`src/rtl/bram_port_master.sv`:
```
// bram_port_master: request-side controller for one port of a read-first
// true-dual-port block RAM. It drives the RAM port from a valid/ready request
// stream, absorbs the RAM's one-cycle read latency, and returns one in-order
// response per request through a 3-entry buffer.
//
// Ports:
//   clk, rst                     single clock, synchronous active-high reset
//   req_valid/req_ready          request handshake (fire = valid && ready)
//   req_we, req_addr, req_data   request payload (write enable, address, data)
//   resp_valid/resp_ready        response handshake (pop = valid && ready)
//   resp_data                    read data, or the pre-write word for writes
//   mem_en, mem_we, mem_addr,
//   mem_di                       RAM port drive
//   mem_do                       RAM read data, valid the cycle after mem_en
module bram_port_master #(
    parameter int unsigned SIZE  = 1024,
    parameter int unsigned WIDTH = 16
) (
    input  logic                    clk,
    input  logic                    rst,
    input  logic                    req_valid,
    output logic                    req_ready,
    input  logic                    req_we,
    input  logic [$clog2(SIZE)-1:0] req_addr,
    input  logic [WIDTH-1:0]        req_data,
    output logic                    resp_valid,
    input  logic                    resp_ready,
    output logic [WIDTH-1:0]        resp_data,
    output logic                    mem_en,
    output logic                    mem_we,
    output logic [$clog2(SIZE)-1:0] mem_addr,
    output logic [WIDTH-1:0]        mem_di,
    input  logic [WIDTH-1:0]        mem_do
);
    localparam int unsigned DEPTH = 3;
    localparam int unsigned PW    = 2;
    localparam int unsigned CW    = 2;
    localparam int unsigned SW    = 3;

    logic [WIDTH-1:0] buf_q [DEPTH];
    logic [PW-1:0]    head_q;
    logic [PW-1:0]    tail_q;
    logic [CW-1:0]    count_q;
    logic             inflight_q;
    logic             oor_q;

    logic fire_c;
    logic in_range_c;
    logic push_c;
    logic pop_c;

    // Circular pointer advance over a non-power-of-two depth.
    function automatic logic [PW-1:0] ptr_inc(input logic [PW-1:0] p);
        return (p == PW'(DEPTH - 1)) ? '0 : p + PW'(1);
    endfunction

    // Ready depends only on registers (plus reset), so there is no
    // resp_ready -> req_ready path; reserving a slot for the in-flight
    // read guarantees a capture never overflows the buffer.
    assign req_ready  = !rst && ((SW'(count_q) + SW'(inflight_q)) < SW'(DEPTH));
    assign fire_c     = req_valid && req_ready;
    assign in_range_c = 32'(req_addr) < SIZE;

    // RAM drive straight from the request stream; out-of-range addresses
    // never touch the RAM.
    assign mem_en   = fire_c && in_range_c;
    assign mem_we   = mem_en && req_we;
    assign mem_addr = req_addr;
    assign mem_di   = req_data;

    // Response side: buffer head is presented directly.
    assign push_c     = inflight_q;
    assign resp_valid = (count_q != '0);
    assign resp_data  = buf_q[head_q];
    assign pop_c      = resp_valid && resp_ready;

    // In-flight tracking, capture of mem_do, and buffer bookkeeping.
    always_ff @(posedge clk) begin
        if (rst) begin
            count_q    <= '0;
            head_q     <= '0;
            tail_q     <= '0;
            inflight_q <= 1'b0;
            oor_q      <= 1'b0;
            for (int unsigned i = 0; i < DEPTH; i++) begin
                buf_q[i] <= '0;
            end
        end else begin
            inflight_q <= fire_c;
            oor_q      <= !in_range_c;
            if (push_c) begin
                buf_q[tail_q] <= oor_q ? '0 : mem_do;
                tail_q        <= ptr_inc(tail_q);
            end
            if (pop_c) begin
                head_q <= ptr_inc(head_q);
            end
            count_q <= count_q + CW'(push_c) - CW'(pop_c);
        end
    end

endmodule

```
`config.mk`:
```
export PLATFORM = sky130hd
export DESIGN_NAME = bram_port_master
export DESIGN_NICKNAME = d
export VERILOG_FILES = /design/src/rtl/bram_port_master.sv
export SDC_FILE = /design/constraint.sdc
export NUM_CORES = 1
export LEC_CHECK = 0
export ABC_AREA = 1
export CAP_MARGIN = 20
export CORE_ASPECT_RATIO = 1.4
export CORE_MARGIN = 1
export CORE_UTILIZATION = 48
export CTS_CLUSTER_SIZE = 12
export DETAILED_ROUTE_END_ITERATION = 10
export GPL_TIMING_DRIVEN = 0
export HOLD_SLACK_MARGIN = 0.15
export PLACE_DENSITY = 0.8
export SYNTH_ARGS = -nofsm -noshare
export SYNTH_HDL_FRONTEND = slang
export SYNTH_SLANG_ARGS = --single-unit
```
`constraint.sdc`:
```
create_clock -name clk -period 2.3 [get_ports clk]
set_input_delay 0.46 -clock clk [delete_from_list [all_inputs] [get_ports clk]]
set_output_delay 0.46 -clock clk [all_outputs]
set_load 0.02 [all_outputs]
```
# Word-level counts from Yosys, hierarchy flattened

Memories as Yosys holds them, arrays and structs flattened. A register that Yosys moved wholly into a read port is not among the register bits.
Cells that the tools add are included.

Bits in writable memories: 48
Word-level logic and storage cells: 32
Memories kept: 1
Flip-flop bits (word level): 7
Input port bits: 47
Output and inout bits: 46

Memories:

| name  | words | bits a word | read ports | clocked after memory_dff | wr ports | RTL line | source |
|---|---|---|---|---|---|---|---|
| buf_q | 3     | 16          | 1          | 1                        | 3        | 40       | `logic [WIDTH-1:0] buf_q [DEPTH];` |

Multiplexer cells: 12
$lt $le $gt $ge: 1
Equal/unequal tests: 2
Reduce and logical (&&, ||, !) cells: 7
Add/subtract/negate cells: 5

Operator list:

| cell                  | number |
|---|---|
| $mux W16              | 1 |
| $reduce_or A16 Y1     | 1 |
| $mux W2               | 5 |
| $mux W1               | 6 |
| $add A2 B1 Y2 const B | 2 |
| $eq A2 B2 Y1 const B  | 2 |
| $logic_and A1 B1 Y1   | 4 |
| $add A2 B1 Y3         | 1 |
| $lt A3 B2 Y1 const B  | 1 |
| $add A2 B1 Y2         | 1 |
| $reduce_bool A2 Y1    | 1 |
| $sub A2 B1 Y2         | 1 |
| $logic_not A1 Y1      | 1 |

# Logic depth before layout (Yosys ltp)

Word-level depth: 5
Depth in mapped cells: 10
Gate-level depth less buffers: 10

# Least setup slack after synthesis

OpenSTA, ideal clock, no wires.

Path kind: register -> output
Start point: register count_q[0]
End point: output port mem_we
Arrival: 1.472 ns
Slack: 0.368 ns
Path buffers: 0
Cell stages (with the launch flop): 6
Required time: 1.840 ns
Cells stage by stage: dfxtp_1 -> ha_1 -> ha_1 -> nand2_1 -> nand3_1 -> nor3b_1

Cells in the longest elaborated chain, start to end: 5

Ends and longest elaborated chain:

| item                     | RTL line | source |
|---|---|---|
| start: declaration       | 43       | `logic [CW-1:0] count_q;` |
| start signal: assignment | 98       | `count_q <= count_q + CW'(push_c) - CW'(pop_c);` |
| $add A2 B1 Y3            | 60       | `assign req_ready = !rst && ((SW'(count_q) + SW'(inflight_q)) < SW'(DEPTH));` |
| $lt A3 B2 Y1             | 60       |  |
| $logic_and A1 B1 Y1      | 60       |  |
| $logic_and A1 B1 Y1      | 61       | `assign fire_c = req_valid && req_ready;` |
| $logic_and A1 B1 Y1      | 67       | `assign mem_we = mem_en && req_we;` |
| end: declaration         | 30       | `output logic mem_we,` |

No other way between the ends.

# Worst setup path in the final report

Start point: register count_q[0]
End point: output port req_ready

Cells in the longest elaborated chain, start to end: 3

Ends and longest elaborated chain:

| item                | RTL line | source |
|---|---|---|
| $add A2 B1 Y3       | 60       |  |
| $lt A3 B2 Y1        | 60       |  |
| $logic_and A1 B1 Y1 | 60       |  |
| end: declaration    | 22       | `output logic req_ready,` |

No other way between the ends.

==> flow_metrics.env <==
export IMPL_outcome="completed"
export IMPL_ir_drop_v=0.0004608
export IMPL_syn_mean_instance_area_um2=10.08
export IMPL_htree_levels=3
export IMPL_place_port_buffers=66
export IMPL_syn_cell_area_um2=3437
export IMPL_seq_area_frac_synth_pct=61.16
export IMPL_grt_overflow_total=0
export IMPL_die_area_um2=7507
export IMPL_placedCellCount=503
export IMPL_hold_path_depth=1
export IMPL_pre_cts_ws_ps=-418.7
export IMPL_grt_use_met3_pct=4.536
export IMPL_fin_crit_sh_pct=96.55
export IMPL_grt_pass1_vias=2467
export IMPL_syn_to_final_growth_pct=28.72
export IMPL_arrival_ps=1760
export IMPL_wirelength_um=7412
export IMPL_drtIter0Drc=85
export IMPL_drive_above_1_share_pct=16.04
export IMPL_fillers=563
export IMPL_finish_utilization_pct=63.78
export IMPL_antenna_found_initial=0
export IMPL_skew_ps=4.647
export IMPL_vias=2585
export IMPL_synthTopCellsByArea="edfxtp_1 (56%), inv_1 (6.7%), nor2_1 (6.4%)"
export IMPL_postSynthCellCount=341
export IMPL_synth_seq_cells=73
export IMPL_setup_violations=0
export IMPL_rsz0062_at_grt="no"
export IMPL_grt_max_degree=17
export IMPL_yosysTopAreaCellShare_pct=55.92
export IMPL_criticalPathCategory="reg -> out"
export IMPL_clockRootBuffer="clkbuf_8"
export IMPL_core_area_um2=6937
export IMPL_max_clock_freq_mhz=450.3
export IMPL_p_per_area_nw_per_um2=856.0
export IMPL_grt_pass1_wl_um=11030
export IMPL_antenna_cells=0
export IMPL_cts_buffer_depth=2
export IMPL_fin_ws_ps=79.27
export IMPL_die_height_um=102.1
export IMPL_synth_edff_count=64
export IMPL_die_w_um=73.52
export IMPL_synth_largest_area_cell="edfxtp_1"
export IMPL_detail_route_antenna_nets=0
export IMPL_met2_usage_pct=36.56
export IMPL_stdcell_count=519
export IMPL_synth_warnings=0
export IMPL_wire_per_inst_um=14.28
export IMPL_insertion_delay_ps=350
export IMPL_nNetsFinal=470
export IMPL_track_usage_pct=20.47
export IMPL_reg2reg_depth=9
export IMPL_busiest_layer="met2"
export IMPL_numCtsBuffers=9
export IMPL_yosysMostFrequentCell="edfxtp_1"
export IMPL_cts_tree="done"
export IMPL_num_rows=36
export IMPL_cts_sinks=73
export IMPL_worst_pin_slew_ps=514.2
export IMPL_synthDistinctLibCells=20
export IMPL_clk_pin_slew_worst_paths_ps=70
export IMPL_cts_setup_buffers=0
export IMPL_relSlewSlack_pct=65.36
export IMPL_ctsHoldBuffers=0
export IMPL_cp_max_fo=4
export IMPL_required_ps=1840
export IMPL_crit_path_end_kind="primary output"
export IMPL_async_flop_share_pct=0
export IMPL_synth_commonest_cells="edfxtp_1 (64), inv_1 (61), nor2_1 (59)"
export IMPL_hold_viol=0
export IMPL_gp_congestion=0.7565
export IMPL_drtPass1Iterations=5
export IMPL_met1_usage_pct=21.55
export IMPL_dp_hpwl_um=5133
export IMPL_start_util_pct=49.55
export IMPL_hp_class="reg -> reg"
export IMPL_synth_nets=392
export IMPL_viasPerCell=4.981
export IMPL_cap_violations=0
export IMPL_critPathLaunchType="register"
export IMPL_p_total_mw=3.787
export IMPL_synth_flop_cell="edfxtp_1"
export IMPL_maxSlewViolCount=0
export IMPL_finalCriticalPeriod_ps=2221
export IMPL_finalSetupTns_ps=0
export IMPL_drc=0
export IMPL_p_leak_nw=1.947
export IMPL_io_pins=93
## state kept, by name, summed over array words and instances, names as in the netlist, named ones only
name,flops
buf_q,64
count_q,2
inflight_q,1
tail_q,2
head_q,2
## power by group
part	total [mW]	internal [mW]	switching, mW
combinational	1.26	0.485	0.771
clock	0.946	0.506	0.440
sequential	1.59	1.54	0.0498
## layout by cell type, fill, tap and decap left out, types with 13 or more instances in the layout
cell type and instances:
a21oi_1 17, clkbuf_8 13, edfxtp_1 64, clkdlybuf4s50_1 47, o21ai_0 17, nand2_1 41
o211ai_1 16, dlygate4sd2_1 17, buf_4 30, nor2_1 58, inv_1 60
## cell families (layout without fill, tap and decap cells)
| family | Yosys count | after routing | share of synthesized area [%] |
|---|---|---|---|
| flip-flops | 73 | 73 | 61.16 |
| AND/OR/NAND/NOR | 111 | 111 | 13.80 |
| buffers and inverters | 101 | 184 | 14.71 |
| AO/OA/AOI/OAI | 52 | 52 | 8.882 |
| adder cells (fa/ha/maj) | 4 | 4 | 1.456 |
## worst paths after layout
path	slack [ps]	from	endpoint
worst max-delay path	80	count_q[0]	req_ready
worst min-delay path	540	inflight_q	tail_q[0]
worst max register to register	500	count_q[0]	count_q[1]
worst min register to register	540	inflight_q	tail_q[0]
## per-layer routing
metal	part of all wire (%)	up-vias
li1	-	1234
met1	36	1198
met2	53	135
met3	8.1	18
met4	2.6	0
met5	0	-
## layout make-up
type	count	area [um^2]	share of cell area, %
Buffer	39	294.0	6.646
Inverter	62	232.7	5.260
Multi-Input combinational cell	167	839.6	18.98
Clock buffer	14	182.7	4.129
Sequential cell	73	2102	47.51
Timing Repair Buffer	67	644.4	14.56
Clock inverter	2	10.01	0.2262
Tap cell	95	118.9	2.687
## timing repair
action | CTS | global route
resized for setup | 34 | 7
endpoints found under the hold margin | 0 | 0
pin swaps | 0 | 0
setup endpoints to repair | 19 | 52
## per-stage QoR
stage | hold slack, ps | area, um^2
2_1_floorplan | 485.8 | 3437
3_3_place_gp | 523.4 | 4217
3_5_place_dp | 536.5 | 4234
4_1_cts | 557.9 | 4418
5_1_grt | 570.6 | 4424
6_report | 543.1 | 4424
## critical path, cell delays in order (launching register included)
cell and delay (ps):
dfxtp_1 340, ha_1 210, ha_1 260, nand2_1 60
nand3_1 130, inv_1 80, dlygate4sd2_1 330
Note: power is estimated with default switching activity, not from simulation.
